## config.mk

```make
export PLATFORM = sky130hd
export DESIGN_NAME = rbm_neuron_ctrl
export DESIGN_NICKNAME = d
export VERILOG_FILES = /design/src/rtl/rbm_pkg.sv /design/src/rtl/rbm_neuron_ctrl_sigmoid.sv /design/src/rtl/rbm_neuron_ctrl.sv
export SDC_FILE = /design/constraint.sdc
export NUM_CORES = 1
export LEC_CHECK = 0
export BUFFER_PORTS_ARGS = -buffer_cell sky130_fd_sc_hd__clkbuf_2
export CORE_ASPECT_RATIO = 2
export CORE_MARGIN = 4
export CORE_UTILIZATION = 32
export DETAILED_ROUTE_END_ITERATION = 8
export GPL_TIMING_DRIVEN = 0
export PLACE_DENSITY = 0.48
export RECOVER_POWER = 25
export SLEW_MARGIN = 20
export SYNTH_ARGS = -nofsm -noshare
export SYNTH_HDL_FRONTEND = slang
export SYNTH_SLANG_ARGS = --single-unit
```

## constraint.sdc

```tcl
create_clock -name clk -period 5.2 [get_ports clk]
set_clock_uncertainty 0.05 [all_clocks]
set_input_delay 0.26 -clock clk [delete_from_list [all_inputs] [get_ports clk]]
set_output_delay 0.26 -clock clk [all_outputs]
set_load 0.02 [all_outputs]
```

## src/rtl/rbm_pkg.sv

```systemverilog
// Shared FSM encoding and Q-format constants for the RBM neuron controller.
// Sum is Q8.4 two's complement; sigmoid output is Q0.8 with 0x80 = 1.0.
package rbm_pkg;

  typedef enum logic [2:0] {
    StIdle,
    StAccum,
    StSigm,
    StSample,
    StDone
  } state_e;

  localparam int unsigned FracBits = 4;
  localparam int unsigned SigOne   = 'h80;

  // PLAN breakpoints on |x| in raw sum units: 1.0, 2.375, 5.0
  localparam int unsigned Bp1 = 1 << FracBits;
  localparam int unsigned Bp2 = (19 << FracBits) >> 3;
  localparam int unsigned Bp3 = 5 << FracBits;

  // Piecewise-linear sigmoid of a non-negative magnitude, in SigOne units.
  function automatic int unsigned plan_mag(input int unsigned a);
    int unsigned y;
    if (a >= Bp3) begin
      y = SigOne;
    end else if (a >= Bp2) begin
      y = ((SigOne * 27) >> 5) + ((a * (SigOne >> 5)) >> FracBits);
    end else if (a >= Bp1) begin
      y = ((SigOne * 5) >> 3) + ((a * (SigOne >> 3)) >> FracBits);
    end else begin
      y = (SigOne >> 1) + ((a * (SigOne >> 2)) >> FracBits);
    end
    return y;
  endfunction

endpackage

```

## src/rtl/rbm_neuron_ctrl_sigmoid.sv

```systemverilog
// Combinational PLAN sigmoid: Q8.4 signed sum in, Q0.8 probability out (0x80 = 1.0).
// Negative inputs use the symmetry sigma(-x) = 1 - sigma(x).
module rbm_neuron_ctrl_sigmoid
  import rbm_pkg::*;
#(
  parameter int unsigned input_bitlength = 12,
  parameter int unsigned bitlength       = 8
) (
  input  logic [input_bitlength-1:0] sum_i,
  output logic [bitlength-1:0]       sig_o
);

  logic signed [input_bitlength:0] sum_ext;
  logic        [input_bitlength:0] mag;
  logic        [31:0]              y_pos;
  logic        [31:0]              y_neg;

  // One extra bit so the most negative sum has a representable magnitude
  assign sum_ext = {sum_i[input_bitlength-1], sum_i};
  assign mag     = sum_ext[input_bitlength] ? -sum_ext : sum_ext;
  assign y_pos   = plan_mag(32'(mag));
  assign y_neg   = SigOne - y_pos;

  assign sig_o = sum_i[input_bitlength-1] ? bitlength'(y_neg) : bitlength'(y_pos);

endmodule

```

## src/rtl/rbm_neuron_ctrl.sv

```systemverilog
// RBM neuron controller: accumulates product terms, applies sigmoid, samples spikes.
// Optional SAT_ACCUM_EN makes the accumulator saturate instead of wrapping.
module rbm_neuron_ctrl
  import rbm_pkg::*;
#(
  parameter int unsigned input_bitlength = 12,
  parameter int unsigned bitlength       = 8,
  parameter int unsigned NUM_VISIBLE     = 784,
  parameter int unsigned NUM_ITER        = 100
) (
  input  logic                              clk,
  input  logic                              rst_n,
  input  logic                              start,
  input  logic                              prod_valid,
  input  logic [input_bitlength-1:0]        prod_data,
  output logic                              prod_ready,
  input  logic [bitlength-1:0]              rand_num,
  output logic                              rand_req,
  output logic                              busy,
  output logic                              spike,
  output logic [$clog2(NUM_ITER+1)-1:0]     spike_count,
  output logic                              done
);

  localparam int unsigned TermW = $clog2(NUM_VISIBLE + 1);
  localparam int unsigned IterW = $clog2(NUM_ITER + 1);
  localparam int unsigned CntW  = $clog2(NUM_ITER + 1);
  localparam int unsigned Msb   = input_bitlength - 1;

  localparam logic [TermW-1:0] LastTerm = TermW'(NUM_VISIBLE - 1);
  localparam logic [IterW-1:0] LastIter = IterW'(NUM_ITER - 1);

  state_e                     state_q, state_d;
  logic [input_bitlength-1:0] sum_q, sum_d;
  logic [TermW-1:0]           term_cnt_q, term_cnt_d;
  logic [IterW-1:0]           iter_cnt_q, iter_cnt_d;
  logic [bitlength-1:0]       s_reg_q, s_reg_d;
  logic                       spike_q, spike_d;
  logic [CntW-1:0]            count_q, count_d;

  logic [input_bitlength-1:0] acc_raw;
  logic [input_bitlength-1:0] acc_next;
  logic [bitlength-1:0]       sig_out;
  logic                       sample_hit;

  assign acc_raw = sum_q + prod_data;

`ifdef SAT_ACCUM_EN
  logic pos_ovf;
  logic neg_ovf;

  // Overflow only when both operands share a sign the result does not
  assign pos_ovf = !sum_q[Msb] && !prod_data[Msb] && acc_raw[Msb];
  assign neg_ovf = sum_q[Msb] && prod_data[Msb] && !acc_raw[Msb];

  always_comb begin
    acc_next = acc_raw;
    if (pos_ovf) begin
      acc_next = {1'b0, {Msb{1'b1}}};
    end else if (neg_ovf) begin
      acc_next = {1'b1, {Msb{1'b0}}};
    end
  end
`else
  assign acc_next = acc_raw;
`endif

  rbm_neuron_ctrl_sigmoid #(
    .input_bitlength(input_bitlength),
    .bitlength      (bitlength)
  ) sigmoid (
    .sum_i(sum_q),
    .sig_o(sig_out)
  );

  // MSB of the random sample is dropped so 0x80 always wins and 0x00 never does
  assign sample_hit = {1'b0, rand_num[bitlength-2:0]} < s_reg_q;

  always_comb begin
    state_d    = state_q;
    sum_d      = sum_q;
    term_cnt_d = term_cnt_q;
    iter_cnt_d = iter_cnt_q;
    s_reg_d    = s_reg_q;
    spike_d    = spike_q;
    count_d    = count_q;
    prod_ready = 1'b0;
    rand_req   = 1'b0;
    done       = 1'b0;

    unique case (state_q)
      StIdle: begin
        if (start) begin
          state_d    = StAccum;
          sum_d      = '0;
          term_cnt_d = '0;
          iter_cnt_d = '0;
          count_d    = '0;
          spike_d    = 1'b0;
        end
      end
      StAccum: begin
        prod_ready = 1'b1;
        if (prod_valid) begin
          sum_d      = acc_next;
          term_cnt_d = term_cnt_q + TermW'(1);
          if (term_cnt_q == LastTerm) begin
            state_d = StSigm;
          end
        end
      end
      StSigm: begin
        s_reg_d = sig_out;
        state_d = StSample;
      end
      StSample: begin
        rand_req = 1'b1;
        spike_d  = sample_hit;
        if (sample_hit) begin
          count_d = count_q + CntW'(1);
        end
        if (iter_cnt_q == LastIter) begin
          state_d = StDone;
        end else begin
          iter_cnt_d = iter_cnt_q + IterW'(1);
          sum_d      = '0;
          term_cnt_d = '0;
          state_d    = StAccum;
        end
      end
      StDone: begin
        done    = 1'b1;
        state_d = StIdle;
      end
      default: state_d = StIdle;
    endcase
  end

  always_ff @(posedge clk) begin
    if (!rst_n) begin
      state_q    <= StIdle;
      sum_q      <= '0;
      term_cnt_q <= '0;
      iter_cnt_q <= '0;
      s_reg_q    <= '0;
      spike_q    <= 1'b0;
      count_q    <= '0;
    end else begin
      state_q    <= state_d;
      sum_q      <= sum_d;
      term_cnt_q <= term_cnt_d;
      iter_cnt_q <= iter_cnt_d;
      s_reg_q    <= s_reg_d;
      spike_q    <= spike_d;
      count_q    <= count_d;
    end
  end

  assign busy        = (state_q != StIdle);
  assign spike       = spike_q;
  assign spike_count = count_q;

endmodule
```

==> results of run 1 <==
## worst reg2reg max path: cells and delay by family (launching register included)
kind            cells  cell delay (ns)
flops               1             0.41
xor+xnor            2             0.51
compound gates      6             1.39
simple gates        3             0.59
buf+inv             5             0.84
fa+ha+maj           3             0.86
## metrics by stage
stage          cells  power [mW]  instance area [sq um]
2_1_floorplan    476      0.7164                   3782
3_3_place_gp     652      0.8210                   4130
3_5_place_dp     652      0.8214                   4135
4_1_cts          659       1.142                   4269
5_1_grt          661       1.194                   4264
6_report         661       1.122                   4264
## layout make-up
type | count | share of cell area (%)
buffer | 20 | 2.142
clock buffer | 6 | 3.022
multi-input combinational | 382 | 61.74
tap | 142 | 4.167
clock inverter | 1 | 0.1174
inverter | 26 | 2.289
sequential | 48 | 22.54
timing repair buffer | 36 | 3.991
## path summary, 6_finish.rpt
path | to | cells after the start | startpoint
setup / recovery | s_reg_q[4] | 19 | sum_q[0]
hold / removal | s_reg_q[5] | 3 | rst_n
setup reg to reg | s_reg_q[4] | 19 | sum_q[0]
hold reg to reg | s_reg_q[7] | 2 | s_reg_q[7]
## logic make-up after synthesis
logic type,Yosys count,share of synthesized area [%]
and+or+nand+nor,184,25.11
buffers and inverters,46,4.995
muxes,8,2.216
AOI/OAI and AO/OA,119,22.46
xor gates and xnor gates,41,9.692
adders and majority gates,30,10.12
DFF,48,25.41
## power breakdown
group | total (mW) | leakage (nW) | internal (mW) | switching [mW]
Combinational | 0.423 | 1.20 | 0.164 | 0.259
Clock | 0.311 | 0.0667 | 0.175 | 0.136
Sequential | 0.389 | 0.388 | 0.378 | 0.0104
Total | 1.12 | 1.66 | 0.717 | 0.405
## state kept, by name, indices dropped and copies added (netlist names)
name and flops:
term_cnt_q 10, spike 1, iter_cnt_q 7, s_reg_q 8, sum_q 12, spike_count 7
state_q 3
## cells in the final DEF, fill, tap and decap left out, types with 3 or more instances in the layout
master      n
nand2_1    48
dfxtp_1    48
nor2_1     47
clkbuf_1   29
ha_1       29
a21oi_1    28
inv_1      25
xnor2_1    22
clkbuf_2   22
xor2_1     18
o21ai_0    17
nand3_1    15
a21o_1     12
nand4_1    12
nor3_1      9
or3_1       7
a22oi_1     7
and2_1      7
o31ai_1     6
a211oi_1    6
nor2b_1     6
mux2i_1     5
and3_1      5
a31oi_1     5
o21bai_1    5
clkbuf_16   5
nor3b_1     4
nand2b_1    4
or2_2       3
## layer usage
layer / part of all wire (%) / vias up
met5: 0 / -
met2: 56 / 50
met3: 1.8 / 23
met1: 38 / 1629
li1: - / 1791
met4: 5.0 / 0
## cell usage after synthesis (4+ instances only)
| library cell | instances |
|---|---|
| o21ai_0 | 17 |
| inv_1 | 25 |
| nor3b_1 | 4 |
| a21oi_1 | 28 |
| xor2_1 | 18 |
| o21bai_1 | 5 |
| nand2_1 | 48 |
| o31ai_1 | 6 |
| nor2_1 | 47 |
| and3_1 | 5 |
| or3_1 | 7 |
| nor2b_1 | 6 |
| a211oi_1 | 6 |
| nand4_1 | 12 |
| a22oi_1 | 7 |
| dfxtp_1 | 48 |
| mux2i_1 | 5 |
| a31oi_1 | 5 |
| nand3_1 | 15 |
| a21o_1 | 12 |
| and2_1 | 7 |
| nand2b_1 | 4 |
| ha_1 | 29 |
| nor3_1 | 9 |
| clkbuf_1 | 16 |
| xnor2_1 | 22 |
## timing repair
action	in CTS	in global routing
endpoints found under the hold margin	0	0
endpoints found under the setup margin	0	2
setup buffers	0	2
==> run metrics, run 1 <==
FILL cells=1254; Die X=84.88 um; Post-route DRC=0; die height=161.8 um; Ports=36; crit-path cells=inv_1 -> ha_1 -> nor4b_2 -> a21o_1 -> xor2_2 -> inv_2 -> ha_1 -> a222oi_1 -> buf_4 -> o41a_1 -> and2_1 -> clkbuf_1 -> o21ai_0 -> ha_1 -> inv_1 -> nor2_1 -> a21o_1 -> xor2_1 -> a211oi_2; clk_lat worst skew=0.29 ns; CTS Hold Buffers Added=0; Tmin final=4.725 ns; Initial Util=33.11%; synth warn=0; sequential cell area=960.9 sq um; clk slew on worst S/H paths=0.06 ns; Tightest Pin Transition=1.140 ns; Pwr per Cell Area=263.2 nW/um^2; synthesized area=3782 sq um; combined area of the multi-input logic cells=2633 sq um; max incr delay on CP=0.41 ns; clock root cell=clkbuf_16; WHS=0.2720 ns; Worst slew margin=23.86%; CP Capture Type=flip-flop; H-tree depth=2; Critical Path Start Type=flip-flop; post-synthesis cell type count=75; CP Max Fanout=8; vias post-DR=3493; met3 Usage GRT=1.624%; DP Worst Slack=0.2580 ns; Mapped Cells=476; P&R area growth vs syn=12.74%; Top Usage Layer GRT=met2; Max Buffers Root-to-Sink=2; final worst slack=0.4751 ns; f_max=211.6 MHz; CTS Buf Count=5; Top Family by Delay on Critical Path=compound AO/OA/AOI/OAI gates; global route overflow=0; port bufs=34; period utilisation layout=90.86%; initial antenna violation count=0; layout cell share with drive strength beyond 1=11.37%; Resized Gates After CTS=0; Wirelength per Cell=16.07 um; Synth Flop Type=dfxtp_1; routed vias/inst=5.284; net count after synthesis=530; LEAKAGE=1.655 nW; Most Frequent Cell on Critical Path=ha_1; routability congestion estimate=0.8928; gr usage total=15.57%; area leader, netlist=dfxtp_1; Final setup violation count=0; WP data required=5.36 ns; Max VDD drop=252.9 uV; DIE AREA=13730 sq um; synth top area cells=dfxtp_1 25%, ha_1 9.6%, xnor2_1 5.1%; sequential share of the synthesized area=25.41%; Final #Nets=573; Routed WL=10620 um; Buf/Inv on CP=5; share of the synthesized area in the top cell type=25.41%; kind of critical path=flip-flop to flip-flop; Post-DRT Antenna Nets=0; met2 GRT Util=30.30%; register bit total from synthesis=48; Slowest-stage cell, CP=dfxtp_1; Hold/Removal Path Class=input port to flip-flop; post-layout util=37.33%; vias in the first global route=3580; Fin. Hold Viols=0; first-pass GRT wire length=17410 um; hpwl dp=8616 um; FF-to-FF setup slack=0.48 ns; TNS Setup=0 ns; clk sink count=48; core area=11420 sq um; Rows=55; Syn Area/Cell=7.946 sq um; status=completed; CP arrival=4.88 ns; RSZ-0062 raised after global routing=no; fin. max-slew vios=0; ys async rst share=0%; Max-Cap Viols=0; CTS tree=yes; ant diodes=0; GR Util met1=15.66%; EDFF count, synth=0; TritonRoute pass-1 iters=4; initial drt markers=102; largest net degree at the start of global routing=14
Note: power is estimated with default switching activity, not from simulation.
==> run 2: changes to the inputs <==
--- a/config.mk
+++ b/config.mk
@@ -11,6 +11,7 @@
 export CORE_UTILIZATION = 32
 export DETAILED_ROUTE_END_ITERATION = 8
 export GPL_TIMING_DRIVEN = 0
+export MAX_ROUTING_LAYER = met4
 export PLACE_DENSITY = 0.48
 export RECOVER_POWER = 25
 export SLEW_MARGIN = 20
==> run metrics, run 2 (synthesis gave the netlist of run 1 again) <==
status=completed; Wirelength per Cell=16.05 um; DP Cell Count=652; clock root cell=clkbuf_16; Hold/Removal Path Class=input port to flip-flop; DIE AREA=13730 sq um; kind of critical path=flip-flop to flip-flop; Critical Path Start Type=flip-flop; Most Frequent Cell on Critical Path=ha_1; max reg flops=12; Tightest Pin Transition=1.100 ns; period utilisation layout=89.07%; Post-CTS Repair Setup Buffers=0; initial antenna violation count=0; Worst Setup EP=s_reg_q[4]; clock power share=29.1%; global route overflow=0; Worst slew margin=26.51%; first-pass GRT wire length=17680 um; hpwl dp=8676 um; crit-path cells=clkbuf_1 -> inv_1 -> ha_1 -> nor4b_2 -> a21o_1 -> xor2_2 -> inv_2 -> ha_1 -> a222oi_1 -> buf_4 -> o41a_1 -> and2_1 -> clkbuf_1 -> o21ai_0 -> ha_1 -> inv_1 -> nor2_1 -> a21o_1 -> xor2_1 -> a211oi_2; sequential cell area=960.9 sq um; ant diodes=0; fin. max-slew vios=0; combined area of the multi-input logic cells=2633 sq um; Max VDD drop=234.6 uV; Critical Path Source=sum_q[1]; core area=11420 sq um; Max Buffers Root-to-Sink=2; die height=161.8 um; CTS Hold Buffers Added=0; CTS tree=yes; CP Max Fanout=8; Post-DRT Antenna Nets=0; TNS Setup=0 ns; CP Capture Type=flip-flop; biggest regs=sum_q (12), term_cnt_q (10), s_reg_q (8); most frequent cells in the layout=48 x nand2_1, 48 x dfxtp_1, 47 x nor2_1; RSZ-0062 raised after global routing=no; Hold Crit Depth=2; initial drt markers=111; CP arrival=4.79 ns; Slowest-stage cell, CP=nor4b_2; Ports=36; P&R area growth vs syn=13.26%; Max-Cap Viols=0; Initial Util=33.11%; part of the power in registers=33.7%; Most flops, register=sum_q; R2R Path End=s_reg_q[4]; FF-to-FF setup slack=0.57 ns; combinational share of power=37.2%; CTS Buf Count=5; clk_lat worst skew=0.29 ns; clk sink count=48; vias in the first global route=3656; largest net degree at the start of global routing=14; routability congestion estimate=0.9281; Die X=84.88 um; WP data required=5.36 ns; Psw=0.4059 mW; TritonRoute pass-1 iters=4; Post-Layout Cell Count=661; Tmin final=4.632 ns; R2R cell count=20; routed vias/inst=5.297; Post-route DRC=0; clk slew on worst S/H paths=0.06 ns; gr usage total=16.31%; vias post-DR=3501; Final setup violation count=0; Rows=55; max incr delay on CP=0.40 ns; Routed WL=10610 um; layout cell share with drive strength beyond 1=11.75%; Fin. Hold Viols=0; Final #Nets=573; RR Startpoint=sum_q[1]; FILL cells=1268; LEAKAGE=1.667 nW; internal power=0.7445 mW; H-tree depth=2; f_max=215.9 MHz; Sw Ratio=35.28%; Pwr per Cell Area=268.5 nW/um^2; port bufs=34; Resized Gates After CTS=0
==> run 2: routing by layer <==
layer  vias to the layer above  GRT usage [%]  wire length, um  share of wire, %
met4                         0          8.790              585               5.5
li1                       1784              -                -                 -
met5                         -              -                0                 0
met1                      1632          16.04             4008                38
met2                        57          30.84             5856                55
met3                        28          1.371              160               1.5
==> run 2: area by class of cell <==
cell class	instances	area share, %
buffer	20	2.132
clock buffer	7	3.563
inverter	26	2.278
multi-input combinational	382	61.45
sequential	48	22.43
tap	142	4.147
timing repair buffer	36	4.001
==> run 2: worst min-delay path by stage <==
| stage | end | slack, ns | startpoint |
|---|---|---|---|
| after floorplan | s_reg_q[7] | 0.38 | s_reg_q[7] |
| after global placement | s_reg_q[7] | 0.40 | s_reg_q[7] |
| after detailed placement | s_reg_q[7] | 0.40 | s_reg_q[7] |
| after CTS | state_q[0] | 0.27 | start |
| after global routing | state_q[0] | 0.29 | start |
| final | state_q[0] | 0.27 | start |
==> run 2: power by group through the flow <==
stage | Clock, mW | Sequential, mW | Combinational [mW]
floorplan | 0 | 0.394 | 0.323
global placement | 0 | 0.396 | 0.424
detailed placement | 0 | 0.397 | 0.427
CTS | 0.347 | 0.388 | 0.430
global route | 0.361 | 0.389 | 0.472
finish | 0.335 | 0.388 | 0.428
==> run 2: through the flow <==
step	area (sq um)	worst slack, ns	power (mW)	hold WS, ns	utilization, %
after floorplan	3782	1.131	0.7164	0.3806	-
after global placement	4130	0.2399	0.8208	0.3990	36.16
after detailed placement	4130	0.2258	0.8237	0.4029	36.16
after CTS	4283	0.1785	1.166	0.2676	37.49
after global routing	4284	0.08622	1.223	0.2855	37.50
final	4284	0.5684	1.150	0.2713	37.50
==> run 2: worst max-delay path: cells and delay by family, from the launching register on <==
kind | cells | cell delay [ns]
buffers and inverters | 6 | 0.92
and+or+nand+nor | 3 | 0.58
AOI/OAI and AO/OA | 6 | 1.36
DFF | 1 | 0.33
adders and majority gates | 3 | 0.82
xor gates and xnor gates | 2 | 0.50
